==> config.mk <==
export PLATFORM = sky130hd
export DESIGN_NAME = alu_share_arbiter
export DESIGN_NICKNAME = d
export VERILOG_FILES = /design/src/rtl/alu_share_arbiter.sv
export SDC_FILE = /design/constraint.sdc
export NUM_CORES = 1
export LEC_CHECK = 0
export ABC_CLOCK_PERIOD_IN_PS = 5400
export CAP_MARGIN = 20
export CORE_AREA = 2 2 154 156
export CTS_BUF_LIST = sky130_fd_sc_hd__clkbuf_8 sky130_fd_sc_hd__clkbuf_16
export DETAILED_ROUTE_END_ITERATION = 10
export DIE_AREA = 0 0 156 158
export GPL_TIMING_DRIVEN = 1
export PLACE_DENSITY = 0.7
export SYNTH_ARGS = -nofsm -noshare
export SYNTH_HDL_FRONTEND = slang
export SYNTH_SLANG_ARGS = --single-unit
==> constraint.sdc <==
create_clock -name clk -period 5.4 [get_ports clk]
set_clock_uncertainty 0.1 [all_clocks]
set_input_delay 1.08 -clock clk [delete_from_list [all_inputs] [get_ports clk]]
set_output_delay 1.08 -clock clk [all_outputs]
set_load 0.01 [all_outputs]
==> src/rtl/alu_share_arbiter.sv <==
// ---------------------------------------------------------------------------
// alu_share_arbiter
//
// One ALU shared by two requesters. A two-state FSM (IDLE, RESP) accepts one
// operation per visit to IDLE, registers the result, and holds it on the
// shared response outputs until the winning requester takes it.
// Contention is resolved round-robin: the requester that was not granted last
// wins, and requester 0 wins the first contention after reset.
//
// Build option:
//   ALU_ARB_FIXED_PRIO_EN - when defined, requester 0 always wins contention
//                           and the round-robin pointer is not built.
//
// Ports:
//   clk, rst_n            clock, synchronous active-low reset
//   req_valid[1:0]        per-requester operation present
//   req_ready[1:0]        per-requester accept (one-hot grant, IDLE only)
//   req_op0/1[2:0]        op code per requester
//   req_a0/b0/a1/b1       operands per requester
//   rsp_valid[1:0]        one-hot: result for that requester is held
//   rsp_ready[1:0]        per-requester result consume
//   rsp_result[WIDTH-1:0] shared registered result
//   rsp_zero              rsp_result == 0
//   op_count[15:0]        saturating count of response handshakes
//
// Op codes: 000 AND, 001 OR, 010 add, 110 sub, 111 signed set-less-than,
// anything else gives 0. Add/sub wrap modulo 2^WIDTH.
// ---------------------------------------------------------------------------
module alu_share_arbiter #(
  parameter int WIDTH = 32
) (
  input  logic             clk,
  input  logic             rst_n,
  input  logic [1:0]       req_valid,
  output logic [1:0]       req_ready,
  input  logic [2:0]       req_op0,
  input  logic [2:0]       req_op1,
  input  logic [WIDTH-1:0] req_a0,
  input  logic [WIDTH-1:0] req_b0,
  input  logic [WIDTH-1:0] req_a1,
  input  logic [WIDTH-1:0] req_b1,
  output logic [1:0]       rsp_valid,
  input  logic [1:0]       rsp_ready,
  output logic [WIDTH-1:0] rsp_result,
  output logic             rsp_zero,
  output logic [15:0]      op_count
);

  typedef enum logic {IDLE, RESP} state_t;

  state_t           state_q, state_d;
  logic             win_q;
  logic [WIDTH-1:0] result_q;
  logic             zero_q;
  logic [15:0]      count_q;

  logic [1:0]       grant;
  logic             win_idx;
  logic             accept;
  logic             handshake;
  logic [2:0]       sel_op;
  logic [WIDTH-1:0] sel_a, sel_b, alu_res;

  function automatic logic [WIDTH-1:0] alu(input logic [2:0] op,
                                           input logic [WIDTH-1:0] a,
                                           input logic [WIDTH-1:0] b);
    logic [WIDTH-1:0] r;
    r = '0;
    case (op)
      3'b000:  r = a & b;
      3'b001:  r = a | b;
      3'b010:  r = a + b;
      3'b110:  r = a - b;
      3'b111:  r = {{(WIDTH-1){1'b0}}, ($signed(a) < $signed(b))};
      default: r = '0;
    endcase
    return r;
  endfunction

`ifndef ALU_ARB_FIXED_PRIO_EN
  // Index of the requester granted most recently; resets to 1 so that
  // requester 0 wins the first contention.
  logic last_q;
`endif

  // NOTE: every signal assigned in an always_comb gets a default on entry, so
  // no path leaves it unassigned and no latch is inferred.
  always_comb begin
    grant = 2'b00;
    case (req_valid)
      2'b01: grant = 2'b01;
      2'b10: grant = 2'b10;
      2'b11: begin
`ifdef ALU_ARB_FIXED_PRIO_EN
        grant = 2'b01;
`else
        grant = last_q ? 2'b01 : 2'b10;
`endif
      end
      default: grant = 2'b00;
    endcase
  end

  // Grant is a subset of req_valid, so any valid request in IDLE is accepted.
  assign accept    = (state_q == IDLE) && (|req_valid);
  assign win_idx   = grant[1];
  assign req_ready = (rst_n && (state_q == IDLE)) ? grant : 2'b00;

  assign sel_op  = win_idx ? req_op1 : req_op0;
  assign sel_a   = win_idx ? req_a1  : req_a0;
  assign sel_b   = win_idx ? req_b1  : req_b0;
  assign alu_res = alu(sel_op, sel_a, sel_b);

  // Only the winner's rsp_ready can complete the response.
  assign handshake = (state_q == RESP) && rsp_ready[win_q];

  always_comb begin
    state_d = state_q;
    case (state_q)
      IDLE:    if (accept)    state_d = RESP;
      RESP:    if (handshake) state_d = IDLE;
      default: state_d = IDLE;
    endcase
  end

  // NOTE: state registers use non-blocking assignments so every flop samples
  // the pre-edge values regardless of statement order.
  always_ff @(posedge clk) begin
    if (!rst_n) begin
      state_q  <= IDLE;
      win_q    <= 1'b0;
      result_q <= '0;
      zero_q   <= 1'b1;
      count_q  <= '0;
`ifndef ALU_ARB_FIXED_PRIO_EN
      last_q   <= 1'b1;
`endif
    end else begin
      state_q <= state_d;
      if (accept) begin
        win_q    <= win_idx;
        result_q <= alu_res;
        zero_q   <= (alu_res == '0);
`ifndef ALU_ARB_FIXED_PRIO_EN
        last_q   <= win_idx;
`endif
      end
      if (handshake && (count_q != 16'hFFFF)) begin
        count_q <= count_q + 16'd1;
      end
    end
  end

  assign rsp_valid  = (state_q == RESP) ? (win_q ? 2'b10 : 2'b01) : 2'b00;
  assign rsp_result = result_q;
  assign rsp_zero   = zero_q;
  assign op_count   = count_q;

endmodule

==> results of run 1 <==
-- worst paths after layout --
kind                                     from                          end  slack [ns]  cells after the start
setup / recovery                 req_valid[1]        rsp_zero$_SDFFE_PN1P_        0.09                     21
hold reg to reg   rsp_result[28]$_SDFFE_PN0P_  rsp_result[28]$_SDFFE_PN0P_        0.36                      2
hold / removal    rsp_result[28]$_SDFFE_PN0P_  rsp_result[28]$_SDFFE_PN0P_        0.36                      2
setup reg to reg          last_q$_SDFFE_PN1P_        rsp_zero$_SDFFE_PN1P_        0.59                     20
-- cell families after synthesis --
family / count (synthesis) / share of synthesized area [%]
buffers and inverters: 170 / 8.25
AND/OR/NAND/NOR: 516 / 29.1
flip-flops: 52 / 13.1
adder cells (fa/ha/maj): 105 / 16.7
multiplexers: 14 / 1.84
XOR/XNOR: 18 / 1.98
AO/OA/AOI/OAI: 323 / 29.1
-- tightest hold or removal path: stages, from the launching register on --
cell,delay [ns]
dfxtp_1,0.31
nand2_1,0.05
a21oi_1,0.05
-- metal layers --
layer / vias to the layer above / wire length, µm
met5: - / 0
met4: 0 / 1050
met3: 71 / 2540
met2: 429 / 15400
met1: 4960 / 14600
li1: 5225 / -
-- flip-flops by register name, summed over array words and instances, names as in the netlist --
name,count
last_q,1
op_count,16
rsp_result,32
rsp_zero,1
state_q,1
win_q,1
-- stage by stage --
stage	power, mW	setup TNS [ns]	utilization, %	hold WS, ns	area, µm²
final	2.88	0	57.9	0.360	13400
after global routing	3.05	-0.0928	57.9	0.396	13400
after CTS	2.78	0	56.7	0.365	13100
after detailed placement	2.34	-5.03	55.0	0.356	12700
after global placement	2.32	-4.39	55.0	0.346	12700
after floorplan	1.32	0	-	0.381	8010
-- placed cells by master (no fill, tap or decap), types with 11 or more instances in the layout --
master | netlist | routed
nand2_1 | 243 | 242
dfxtp_1 | 52 | 52
inv_1 | 100 | 100
clkdlybuf4s50_1 | 0 | 190
o221ai_1 | 18 | 16
nand4_1 | 11 | 11
nor2_1 | 120 | 119
nand2b_1 | 11 | 11
nand3_1 | 20 | 20
and3_1 | 16 | 16
ha_1 | 103 | 95
a221o_1 | 13 | 13
o21ai_0 | 42 | 37
nor2b_1 | 12 | 12
a21oi_1 | 75 | 70
nor3_1 | 28 | 26
buf_4 | 0 | 357
a211oi_1 | 41 | 37
and2_1 | 12 | 12
-- power by group --
| part | switching (mW) | total, mW | internal, mW | leakage, nW |
|---|---|---|---|---|
| Clock | 0.141 | 0.373 | 0.232 | 0.0871 |
| Sequential | 0.0247 | 0.445 | 0.420 | 0.428 |
| Combinational | 1.02 | 2.06 | 1.04 | 5.83 |
| Total | 1.18 | 2.88 | 1.69 | 6.35 |
-- repair_timing --
action / in CTS / in global routing
setup buffers: 12 / 4
pin swaps: 5 / 21
resized for setup: 34 / 46
gates cloned: 1 / 0
endpoints found under the setup margin: 7 / 2
-- cell type report --
| class | instances | share of cell area [%] |
|---|---|---|
| clock inverter | 2 | 0.291 |
| timing repair buffer | 556 | 35.3 |
| tap | 290 | 2.72 |
| inverter | 100 | 2.81 |
| multi-input combinational | 977 | 50.0 |
| clock buffer | 6 | 1.04 |
| sequential | 52 | 7.80 |
==> impl_metrics.toml, run 1 <==
[timing]
clock.fmax_mhz = 188
setup_violations = 0
setup_ws_ns = 0.0862
hold_viol = 0
final-max-slew-violation-count = 0
slew_headroom_pct = 52.9
finalCritPeriodShare_pct = 98.4
post-route-min-period_ns = 5.31
tightestPinTransition_ns = 0.699

[yosys]
synth_edf_count = 0
seq_area_frac_synth_pct = 13.1
syn_area_mm2 = 0.00795
synth_top_area_share_pct = 16.2
synth_cells = 1198
synth_area_leader_cell = "ha_1"
ys_warn_count = 0
synth-main-ff-cell = "dfxtp_1"
async_flop_share_pct = 0
syn_avg_cell_area_um2 = 6.64
yosysMostFrequentCell = "nand2_1"
ys_seq_elements = 52
syn_nets = 1443
yosys-top-cells-count = "nand2_1 (243), nor2_1 (120), ha_1 (103)"
synth.distinct_cells = 75
synth_area_leaders = "ha_1 (16%), dfxtp_1 (13%), nand2_1 (11%)"

[route]
ant_nets = 0
first_iter_violations = 815
totalWireLength_um = 33600
remaining_drc_errors = 0
vias = 10700
vias_per_cell = 5.39
first_pass_iters = 5
routedWlPerCell_um = 16.9

[grt]
grtUsageMet3_pct = 3.86
met2_usage_pct = 44.1
grt_pass1_wl_um = 51200
top_usage_layer = "met2"
first_global_vias = 10000
grt_start_max_net_pins = 58
grtUsageTotal_pct = 25.9
met1_usage_pct = 33.8
antenna_found_initial = 0
gr-total-overflow = 0

[place]
dp_cells = 1958
io_buffers = 192
dp_slack_ns = -0.956
place.gp.congestion = 0.993
dpl.hpwl_um = 27600

[clock_network]
cts_buffers = 5
cts_root_buf = "clkbuf_16"
cts_hold_buf = 0
clockBufferDepth = 2
tritoncts = "done"
clock_sinks = 52
clk_pin_slew_ns = 0.06
clock_latency_ns = 0.29
cts_max_level = 2

[min_path]
hp-class = "flip-flop to flip-flop"

[worst_setup_path]
crit_top_cell = "a211o_1"
cp_cell_sequence = "buf_2 > a21boi_4 > buf_12 > buf_6 > nand2_1 > and2_1 > inv_1 > ha_2 > fa_2 > a21oi_4 > o221ai_4 > a22oi_2 > buf_4 > o311ai_4 > a211o_1 > a2111oi_2 > a21oi_2 > a211o_1 > or4_4 > nor4_4 > a41o_1"
path_max_fanout = 7
slowest_stage = "or4_4"
crit_family = "compound AO/OA/AOI/OAI gates"
crit_required_ns = 5.54
end_kind = "flip-flop"
cp-start-kind = "input port"
critPathKind = "input port to flip-flop"
cp_num_buf_inv = 5
cp_slowest_stage_delay_ns = 0.56
cp.arrival_ns = 5.45

[floorplanning]
core-area_mm2 = 0.0231
die_h_um = 158
rows = 56
die_w_um = 156
ios = 193
dieArea_mm2 = 0.0246
initial_utilization_pct = 34.5

[job]
maxCapViolations = 0

[layout]
antennaDiodeCount = 0
areaGrowthSynthToFinish_pct = 68.0
layout.cells.non_filler = 1983
fin_nets = 1937
num-fill-cells = 2122
final-seq-area_mm2 = 0.00104
drive_gt1_share_pct = 27.5
multi_input_area_mm2 = 0.00668

[pwr]
p_leak_nw = 6.35
p_per_area_mw_per_mm2 = 215
peakVddDrop_mv = 0.177

[status]
outcome = "finished, final reports clean"
Note: power is estimated with default switching activity, not from simulation.
==> run 2: changes to the inputs <==
--- a/config.mk
+++ b/config.mk
@@ -12,6 +12,8 @@
 export DETAILED_ROUTE_END_ITERATION = 10
 export DIE_AREA = 0 0 156 158
 export GPL_TIMING_DRIVEN = 1
+export HOLD_SLACK_MARGIN = 0.1
+export MAX_ROUTING_LAYER = met4
 export PLACE_DENSITY = 0.7
 export SYNTH_ARGS = -nofsm -noshare
 export SYNTH_HDL_FRONTEND = slang
==> run 2 against run 1 <==
Compared with the run above: sequential power barely moved; critical path depth fell by 1; count of clock-buffer cells in the layout did not move; total power fell by 3.1%; clock power fell by 17%; maximum frequency fell by 0.49%; die area did not move; worst setup slack got worse by 0.026 ns; utilization fell by 0.52 points; cell count did not move; largest cell class unchanged; largest power group unchanged.
==> impl_metrics.toml, run 2 (synthesized netlist as in run 1, its figures left out) <==
[place]
place.gp.congestion = 1.03
dpl.hpwl_um = 27800
dp_slack_ns = -0.986
io_buffers = 192

[pwr]
p_per_area_mw_per_mm2 = 211
power_mw = 2.79
p_leak_nw = 6.32
peakVddDrop_mv = 0.159

[route]
ant_nets = 0
totalWireLength_um = 33300
first_iter_violations = 899
vias_per_cell = 5.36
remaining_drc_errors = 0
routedWlPerCell_um = 16.8
vias = 10600
first_pass_iters = 6

[job]
maxCapViolations = 0

[worst_setup_path]
setup.worst_path.start = "req_valid[1]"
cp_cell_sequence = "buf_4 > a21boi_4 > buf_12 > buf_4 > nand2_1 > and2_1 > inv_1 > ha_1 > a211oi_2 > o21ai_2 > a311o_1 > a21oi_2 > o221ai_1 > a221oi_1 > buf_4 > nand4_1 > or4_4 > or4_4 > nor4_4 > a41o_1"
path_max_fanout = 6
critPathKind = "input port to flip-flop"
cp.arrival_ns = 5.47
end_kind = "flip-flop"
slowest_stage = "or4_4"
crit_top_cell = "buf_4"
cp-start-kind = "input port"
r2r-start = "last_q$_SDFFE_PN1P_"
crit_required_ns = 5.53
cp_slowest_stage_delay_ns = 0.56

[status]
outcome = "finished, final reports clean"

[layout]
largest_register_ff_count = 32
antennaDiodeCount = 0
mostFrequentLayoutCell = "buf_4"
final_util_pct = 57.4
fin_nets = 1937
drive_gt1_share_pct = 27.1
final_cell_mix = "buf_4 (358), nand2_1 (239), clkdlybuf4s50_1 (190)"
areaGrowthSynthToFinish_pct = 66.5

[floorplanning]
core-area_mm2 = 0.0231
ios = 193
dieArea_mm2 = 0.0246
rows = 56
die_w_um = 156
die_h_um = 158
initial_utilization_pct = 34.5

[grt]
antenna_found_initial = 0
grt_start_max_net_pins = 39
grtUsageTotal_pct = 26.7
grt_pass1_wl_um = 51600
first_global_vias = 10100
gr-total-overflow = 0

[min_path]
hp-start = "rsp_result[28]$_SDFFE_PN0P_"
hp-class = "flip-flop to flip-flop"

[clock_network]
clk_pin_slew_ns = 0.06
clock_latency_ns = 0.29
cts_max_level = 2
cts_buffers = 5
cts_root_buf = "clkbuf_16"
clock_sinks = 52
clockBufferDepth = 2
tritoncts = "done"

[timing]
setup_violations = 0
tightestPinTransition_ns = 0.745
post-route-min-period_ns = 5.34
clock.fmax_mhz = 187
rsz0062_at_grt = "true"
hold_viol = 0
final-max-slew-violation-count = 0
slew_headroom_pct = 50.3
finalCritPeriodShare_pct = 98.9
setup_ws_ns = 0.0602
run 2: cell types whose count changed in the layout (fill, tap and decap cells not counted), moves of 2 or more:
cell	change
inv_1	+2
a2111oi_0	+2
nand2_2	+3
buf_6	+2
a221oi_1	+4
nor4_1	+2
o21ai_0	+3
o21ai_1	-4
nand2_1	-3
o31ai_2	-2
a221oi_2	-3
a21oi_2	+2
run 2: timing repair:
action                     CTS  global route
pin swaps                    8            28
setup endpoints to repair    8             3
resized for setup           32            38
buffers inserted             9             9
hold buffers                 0             0
run 2: power by group:
group	total (mW)	internal (mW)	switching [mW]
Combinational	2.03	1.03	1.00
Sequential	0.444	0.420	0.0240
Clock	0.310	0.181	0.129
Total	2.79	1.63	1.16
run 2: layout make-up:
cell class	instances	area, µm²
Fill cell	2156	9820
Multi-Input combinational cell	976	6590
Timing Repair Buffer	557	4720
Sequential cell	52	1040
Inverter	100	375
Tap cell	290	363
Clock buffer	6	139
Clock inverter	2	7.51
run 2: path summary, 6_finish.rpt:
| check | slack [ns] | cells past startpoint | end |
|---|---|---|---|
| hold / removal | 0.36 | 2 | rsp_result[28]$_SDFFE_PN0P_ |
| setup / recovery | 0.06 | 20 | rsp_zero$_SDFFE_PN1P_ |
| setup reg to reg | 0.60 | 19 | rsp_zero$_SDFFE_PN1P_ |
| hold reg to reg | 0.36 | 2 | rsp_result[28]$_SDFFE_PN0P_ |
run 2: metal layers:
layer / up-vias / wire length, µm / global-route usage, %
li1: 5220 / - / -
met1: 4928 / 15000 / 35.2
met2: 434 / 15300 / 44.6
met3: 50 / 2250 / 2.19
met4: 0 / 730 / 6.38
met5: - / 0 / -
run 2: through the flow:
stage	TNS [ns]	hold slack (ns)	cells	area [µm²]
global route	-0.0481	0.377	1983	13200
global placement	-4.02	0.346	1957	12600
finish	0	0.359	1983	13200
CTS	0	0.358	1974	13000
floorplan	0	0.381	1198	8010
detailed placement	-4.36	0.350	1957	12600
run 2: critical path, delay by kind of cell:
kind / cells / cell delay (ns)
adders and majority gates: 1 / 0.30
AOI/OAI and AO/OA: 8 / 1.77
and+or+nand+nor: 6 / 1.61
buffers and inverters: 5 / 0.69
